## src/rtl/blinker_multi_timer.sv

```systemverilog
// rtl/blinker_multi_timer.sv - N-channel programmable wrap timer with blink outputs (optional BLINK_DUTY_EN)
module blinker_multi_timer #(
  parameter int          CHANNELS   = 4,
  parameter int          WIDTH      = 26,
  parameter int unsigned DEFAULT_TC = 52428800,
  localparam int         CH_W       = (CHANNELS > 1) ? $clog2(CHANNELS) : 1
) (
  input  logic                system1000,
  input  logic                system1000_rstn,
  input  logic                cfg_we,
`ifdef BLINK_DUTY_EN
  input  logic                cfg_duty_we,
`endif
  input  logic [CH_W-1:0]     cfg_ch,
  input  logic [WIDTH-1:0]    cfg_tc,
  input  logic [CHANNELS-1:0] en_i,
  input  logic [CHANNELS-1:0] clr_i,
  output logic [CHANNELS-1:0] wrap_o,
  output logic [CHANNELS-1:0] led_o
);

  localparam logic [WIDTH-1:0] TC_RST = WIDTH'(DEFAULT_TC);

  logic [WIDTH-1:0]    r_cnt [CHANNELS];
  logic [WIDTH-1:0]    r_tc  [CHANNELS];
  logic [CHANNELS-1:0] w_hit;

  // Terminal reached ('>=' so a lowered tc wraps at once instead of running to 2^WIDTH)
  always_comb begin
    w_hit  = '0;
    wrap_o = '0;
    for (int c = 0; c < CHANNELS; c++) begin
      w_hit[c]  = (r_cnt[c] >= r_tc[c]);
      wrap_o[c] = en_i[c] & ~clr_i[c] & w_hit[c];
    end
  end

  // Per-channel counter: clear beats hold, hold beats wrap, wrap beats increment
  always_ff @(posedge system1000 or negedge system1000_rstn) begin
    if (!system1000_rstn) begin
      for (int c = 0; c < CHANNELS; c++) r_cnt[c] <= '0;
    end else begin
      for (int c = 0; c < CHANNELS; c++) begin
        if (clr_i[c])      r_cnt[c] <= '0;
        else if (!en_i[c]) r_cnt[c] <= r_cnt[c];
        else if (w_hit[c]) r_cnt[c] <= '0;
        else               r_cnt[c] <= r_cnt[c] + WIDTH'(1);
      end
    end
  end

  // Terminal-count write; an out-of-range channel matches no slot and is dropped
  always_ff @(posedge system1000 or negedge system1000_rstn) begin
    if (!system1000_rstn) begin
      for (int c = 0; c < CHANNELS; c++) r_tc[c] <= TC_RST;
    end else begin
      for (int c = 0; c < CHANNELS; c++) begin
        if (cfg_we && (cfg_ch == CH_W'(c))) r_tc[c] <= cfg_tc;
      end
    end
  end

`ifdef BLINK_DUTY_EN
  localparam logic [WIDTH-1:0] DUTY_RST = TC_RST >> 1;

  logic [WIDTH-1:0] r_duty [CHANNELS];

  // Duty-threshold write, same channel-range rule as the terminal count
  always_ff @(posedge system1000 or negedge system1000_rstn) begin
    if (!system1000_rstn) begin
      for (int c = 0; c < CHANNELS; c++) r_duty[c] <= DUTY_RST;
    end else begin
      for (int c = 0; c < CHANNELS; c++) begin
        if (cfg_duty_we && (cfg_ch == CH_W'(c))) r_duty[c] <= cfg_tc;
      end
    end
  end

  // PWM-style blink: high while the count is below the duty threshold
  always_comb begin
    led_o = '0;
    for (int c = 0; c < CHANNELS; c++) led_o[c] = en_i[c] & (r_cnt[c] < r_duty[c]);
  end
`else
  logic [CHANNELS-1:0] r_led;

  // Square-wave blink: toggles exactly when the channel emits its wrap strobe
  always_ff @(posedge system1000 or negedge system1000_rstn) begin
    if (!system1000_rstn) begin
      r_led <= '0;
    end else begin
      for (int c = 0; c < CHANNELS; c++) begin
        if (clr_i[c])       r_led[c] <= 1'b0;
        else if (wrap_o[c]) r_led[c] <= ~r_led[c];
      end
    end
  end

  assign led_o = r_led;
`endif

endmodule

```

## config.mk

```make
export PLATFORM = sky130hd
export DESIGN_NAME = blinker_multi_timer
export DESIGN_NICKNAME = d
export VERILOG_FILES = /design/src/rtl/blinker_multi_timer.sv
export SDC_FILE = /design/constraint.sdc
export NUM_CORES = 1
export LEC_CHECK = 0
export BUFFER_PORTS_ARGS = -buffer_cell sky130_fd_sc_hd__buf_4
export CAP_MARGIN = 30
export CORE_MARGIN = 1
export CORE_UTILIZATION = 65
export CTS_BUF_LIST = sky130_fd_sc_hd__clkbuf_8 sky130_fd_sc_hd__clkbuf_16
export CTS_CLUSTER_DIAMETER = 50
export CTS_CLUSTER_SIZE = 14
export DETAILED_ROUTE_END_ITERATION = 10
export PLACE_DENSITY = 0.9
export SETUP_SLACK_MARGIN = 0.1
export SLEW_MARGIN = 20
export SYNTH_ARGS = -nofsm -noshare
export SYNTH_HDL_FRONTEND = slang
export SYNTH_SLANG_ARGS = --single-unit
export TNS_END_PERCENT = 50
```

## constraint.sdc

```tcl
create_clock -name system1000 -period 7.1 [get_ports system1000]
set_input_delay 0.71 -clock system1000 [delete_from_list [all_inputs] [get_ports system1000]]
set_output_delay 0.71 -clock system1000 [all_outputs]
set_load 0.03 [all_outputs]
```

==> reports/metrics.cfg, run 1 <==
[status]
status=completed

[final_layout]
synthToLayoutAreaGrowth_pct=10.92
antenna_cells=0
final_util_pct=74.73
num-nets-final=1529
fillers=1298
stdcell_count=1658
drive_above_1_share_pct=14.52

[detailed_routing]
vias=10896
post_drt_via_cell_ratio=6.572
wl_per_cell_um=19.58
dr.pass1.iters=5
drt_iter0_markers=1103
drc=0
ant_nets=0
wirelength_um=32460

[placed_design]
placed_cells=1615
port_buffers=46
routabilityCongestion=0.8919
dpl.hpwl_um=21450

[floorplanning]
initial_core_util_pct=67.37
num_rows=50
core_um2=18960
die_x_um=142.2
die-area_um2=20210
io_pins=47
fp.dieH_um=142.2

[timing]
tns_ps=0
period_needed_ps=4118
rsz0062_at_grt=no
slew_headroom_pct=36.02
worst_clock_skew_ps=12.24
fmax_mhz=242.8
setup_viol=0
worstMarginPinSlew_ps=956.1
finalHoldViolCount=0
slew_viol_final=0
post-route-period-util_pct=58.00

[global_routing]
grt_pass1_wl_um=52820
grt_pass1_vias=10770
grt_max_degree=82
grt_antenna_before_repair=0
grt_remaining_overflow=0
grt_usage_pct=32.95

[power]
total_power_uw=3062
netSwitchingPower_uw=842.6
irDropWorstVdd_uv=202.2
internal_power_uw=2219
power.density_nw_per_um2=216.1
leakagePower_uw=0.006570
switching_share_pct=27.52
power_frac_comb_pct=14.4
clockPowerShare_pct=40.2
seqPwrFrac_pct=45.4

[cts]
cts_tree=built
clock_path_buffers=3
cts_resized=0
clock_sinks=212
htreeDepth=1
numCtsBuffers=23
cts_setup_buffers=0
path_clk_slew_ps=70
clkLatencyLatePin_ps=520
cts_hold_buffers=0
cts-root-buf=clkbuf_16

[critical_path]
critPathCaptureType=primary output
crit_path_frequent_cell=nor2b_1
reg2reg_from=r_cnt[78]$_DFFE_PN0P_
reg2reg_slack_ps=3870
cp-startpoint=r_cnt[78]$_DFFE_PN0P_
slowest_stage=and3_1
cp_num_buf_inv=2
cp_max_fo=24
cpPeakStageDelay_ps=810
worst_setup_path_start_kind=register
worstSetupPathType=reg -> out
cp_top_family=simple AND/OR/NAND/NOR gates
arrival_ps=3410
required_ps=6390
crit_path_cell_trace=inv_1 > ha_1 > nand2b_1 > a211oi_1 > nor3_1 > o311ai_1 > and3_1 > nor2b_1 > nor2b_1 > buf_4

[synthesis]
synthFlopType=dfrtp_1
synth_edf_count=0
syn-cell-area_um2=12770
synth-seq-cells=212
async_reset_ff_share_pct=100.0
syn_nets=1500
avgSynthCellArea_um2=9.439
yosysUniqueCellTypes=64
ys_seq_area_share_pct=41.66
synth_warnings=0
synthCells=1353

[hold_path]
hold_class=in -> async

[job]
maxCapViolCount=0

==> layer usage <==
layer	part of all wire, %	routed length [um]	global-route usage (%)
met5	0	0	0
met4	4.5	1461	17.54
met1	40	12870	40.83
met2	50	16180	56.04
met3	6.0	1954	4.542
==> registers in the layout (all words and copies together), names as in the netlist <==
name,flops
led_o,4
r_tc,104
r_cnt,104
==> cell families after synthesis <==
| kind of cell | count (synthesis) | synth area share (%) |
|---|---|---|
| fa+ha+maj | 108 | 10.58 |
| flops | 212 | 41.66 |
| buf+inv | 176 | 5.271 |
| compound gates | 271 | 13.48 |
| mux | 86 | 7.544 |
| simple gates | 499 | 21.40 |
| xor+xnor | 1 | 0.06859 |
==> path summary, 6_finish.rpt <==
check | cells past startpoint | end
worst min register to register | 1 | r_tc[30]$_DFFE_PN0P_
worst min-delay path | 1 | led_o[3]$_DFFE_PN0P_
min in group system1000 | 2 | r_cnt[38]$_DFFE_PN0P_
max in group asynchronous | 4 | r_tc[77]$_DFFE_PN1P_
worst max-delay path | 10 | wrap_o[0]
worst max register to register | 9 | r_cnt[87]$_DFFE_PN0P_
==> power by group through the flow <==
stage	logic, uW	clock network [uW]	registers [uW]
final	440	1230	1390
after CTS	437	1240	1390
after floorplan	285	0	1390
after detailed placement	426	0	1410
after global placement	392	0	1400
after global routing	490	1290	1400
==> cell usage after synthesis, drive strengths merged, types with 5 or more instances <==
library cell / n / share of area (%)
or4: 20 / 1.2
a211o: 5 / 0.34
o21ai: 77 / 3.0
a21oi: 65 / 2.6
nor4b: 6 / 0.53
dfstp: 12 / 2.5
nor4: 13 / 0.64
buf: 5 / 0.24
and2: 9 / 0.44
clkbuf: 49 / 1.4
or3: 18 / 0.88
o311ai: 7 / 0.48
nand3b: 19 / 1.1
a21o: 20 / 1.2
dfrtp: 200 / 39
nand4: 36 / 1.8
inv: 121 / 3.6
nor2: 43 / 1.3
a31oi: 36 / 1.8
and4: 5 / 0.34
a211oi: 5 / 0.29
nand2b: 21 / 1.0
nand4b: 21 / 1.4
and3: 32 / 1.6
nand2: 130 / 3.8
ha: 108 / 11
nand3: 68 / 2.7
nor2b: 19 / 0.93
o21a: 7 / 0.41
a22o: 16 / 1.1
mux2: 82 / 7.2
nor3: 28 / 1.1
==> through the flow <==
stage                     hold WS, ps  area [um^2]  setup WS [ps]
after floorplan                 414.4        12770           3882
after global placement          487.6        13290           3704
after detailed placement        494.1        13350           3598
after CTS                       126.4        14120           3007
after global routing            138.4        14170           2822
final                           113.4        14170           2982
==> area by class of cell <==
class                      count  area [um^2]  share of cell area [%]
clock buffer                  26        616.8                   4.354
clock inverter                15        157.7                   1.113
inverter                     122        457.9                   3.233
multi-input combinational    965         6783                   47.88
sequential                   212         5320                   37.56
tap                          260        325.3                   2.296
timing repair buffer          58        505.5                   3.568
==> cells in the final DEF, fill, tap and decap left out, drive strengths merged, types with 43 or more instances in the layout <==
cell type  instances
dfrtp            200
a21oi             65
nor2              43
nand3             68
inv              126
nand2            130
o21ai             77
buf               57
mux2              82
ha               108
No activity file was read; power rests on OpenSTA's default activity.
==> run 2: changes to the inputs <==
--- a/config.mk
+++ b/config.mk
@@ -8,12 +8,12 @@
 export BUFFER_PORTS_ARGS = -buffer_cell sky130_fd_sc_hd__buf_4
 export CAP_MARGIN = 30
 export CORE_MARGIN = 1
-export CORE_UTILIZATION = 65
+export CORE_UTILIZATION = 63
 export CTS_BUF_LIST = sky130_fd_sc_hd__clkbuf_8 sky130_fd_sc_hd__clkbuf_16
 export CTS_CLUSTER_DIAMETER = 50
 export CTS_CLUSTER_SIZE = 14
 export DETAILED_ROUTE_END_ITERATION = 10
-export PLACE_DENSITY = 0.9
+export PLACE_DENSITY = 0.88
 export SETUP_SLACK_MARGIN = 0.1
 export SLEW_MARGIN = 20
 export SYNTH_ARGS = -nofsm -noshare
==> constraint.sdc (replaced) <==
create_clock -name system1000 -period 4 [get_ports system1000]
set_input_delay 0.4 -clock system1000 [delete_from_list [all_inputs] [get_ports system1000]]
set_output_delay 0.4 -clock system1000 [all_outputs]
set_load 0.03 [all_outputs]
==> run 2 against run 1 <==
The flow now finishes with violations (negative hold slack). Wire length is 2.2% lower. Core utilization is 3.2 points lower. First-iteration DRC count is 29% lower. Sequential power is 78% higher. Total power is 70% higher. Cell count is 0.36% higher. Non-clock buffer count is 2 higher. Sequential share of layout area is 0.29 points higher. Critical endpoint is now wrap_o[3].
==> reports/metrics.cfg, run 2 (synthesized netlist as in run 1, its figures left out) <==
[cts]
cts_setup_buffers=0
clkLatencyLatePin_ps=510
path_clk_slew_ps=60
cts_hold_buffers=0
cts-root-buf=clkbuf_16
htreeDepth=1
clock_path_buffers=3
cts_tree=built
cts_resized=0
numCtsBuffers=22
clock_sinks=212

[status]
status=finished with violations
violations=negative hold slack

[detailed_routing]
wirelength_um=31760
ant_nets=0
vias=10784
wl_per_cell_um=19.09
drc=0
drt_iter0_markers=781
dr.pass1.iters=5
post_drt_via_cell_ratio=6.481

[hold_path]
hold_class=in -> async

[floorplanning]
core_um2=19650
io_pins=47
die-area_um2=20840
die_x_um=144.4
num_rows=51
fp.dieH_um=144.4
initial_core_util_pct=64.98

[critical_path]
required_ps=3600
r2r.worst_path.cells=8
arrival_ps=3030
reg2reg_from=r_cnt[55]$_DFFE_PN0P_
worst_setup_path_start_kind=register
worst_r2r_endpoint=r_cnt[66]$_DFFE_PN0P_
reg2reg_slack_ps=950
cp_max_fo=19
critPathCaptureType=primary output
worstSetupPathType=reg -> out

[timing]
worstMarginPinSlew_ps=926.1
tns_ps=0
slew_headroom_pct=38.03
rsz0062_at_grt=no
period_needed_ps=3431
fmax_mhz=291.5
fin_hold_ws_ps=-38.64
finalHoldViolCount=42
worst_clock_skew_ps=12.06
slew_viol_final=0
setup_viol=0
post-route-period-util_pct=85.77

[final_layout]
num-nets-final=1530
fillers=1407
layout_common_cells=dfrtp_1, nand2_1, inv_1
stdcell_area_um2=14060
drive_above_1_share_pct=14.37
antenna_cells=0
synthToLayoutAreaGrowth_pct=10.07
stdcell_count=1664
final_common_cell=dfrtp_1

[power]
internal_power_uw=3754
clockPowerShare_pct=37.6
irDropWorstVdd_uv=286.8
netSwitchingPower_uw=1443
leakagePower_uw=0.006536
total_power_uw=5197
power_frac_comb_pct=14.9
switching_share_pct=27.76
power.density_nw_per_um2=369.7
seqPwrFrac_pct=47.5

[placed_design]
port_buffers=46
placed_area_um2=13360
dpl.hpwl_um=21320
routabilityCongestion=0.8268
placed_cells=1623

[global_routing]
grt_pass1_vias=10399
grt_antenna_before_repair=0
grt_usage_pct=31.02
grt_pass1_wl_um=50680
grt_max_degree=98
grt_remaining_overflow=0

[job]
maxCapViolCount=0

-- run 2: layout make-up --
class / count / area [um^2] / area share (%)
Inverter: 122 / 457.9 / 3.258
Sequential cell: 212 / 5320 / 37.85
Clock buffer: 24 / 589.3 / 4.192
Multi-Input combinational cell: 965 / 6783 / 48.25
Clock inverter: 16 / 95.09 / 0.6765
Tap cell: 265 / 331.6 / 2.359
Timing Repair Buffer: 60 / 480.5 / 3.418
-- run 2: worst max path at each step --
stage | start | to | slack (ps) | cells past startpoint
after global routing | r_cnt[31]$_DFFE_PN0P_ | wrap_o[2] | 400 | 8
after floorplan | r_cnt[17]$_DFFE_PN0P_ | wrap_o[3] | 1090 | 8
after CTS | r_tc[21]$_DFFE_PN1P_ | wrap_o[3] | 570 | 8
final | r_tc[21]$_DFFE_PN1P_ | wrap_o[3] | 570 | 8
after global placement | r_tc[21]$_DFFE_PN1P_ | wrap_o[3] | 1140 | 8
after detailed placement | r_cnt[55]$_DFFE_PN0P_ | r_cnt[66]$_DFFE_PN0P_ | 1040 | 8
-- run 2: metal layers --
layer | GRT usage, % | vias to the layer above | wire, um
li1 | - | 4992 | -
met3 | 4.139 | 81 | 1862
met4 | 11.41 | 0 | 1003
met5 | 0 | - | 0
met2 | 53.34 | 360 | 15770
met1 | 39.94 | 5351 | 13130
-- run 2: power by group through the flow --
stage          Clock, uW  Sequential (uW)  Combinational, uW
6_report            1960             2470                774
3_5_place_dp           0             2500                751
4_1_cts             1970             2460                771
5_1_grt             2050             2490                866
2_1_floorplan          0             2460                506
3_3_place_gp           0             2480                701
-- run 2: critical path, stage by stage (launching register included) --
cell and delay, ps:
dfstp_2 530, inv_1 40, ha_1 270, and2_0 180, a221o_1 310, a221oi_2 310
o21a_1 590, nor3_1 100, buf_4 190
-- run 2: stage by stage --
| stage | worst slack [ps] | util, % |
|---|---|---|
| 6_report | 569.4 | 71.52 |
| 5_1_grt | 399.2 | 71.52 |
| 4_1_cts | 572.7 | 71.45 |
| 3_5_place_dp | 1040 | 67.97 |
| 3_3_place_gp | 1136 | 67.91 |
| 2_1_floorplan | 1092 | - |
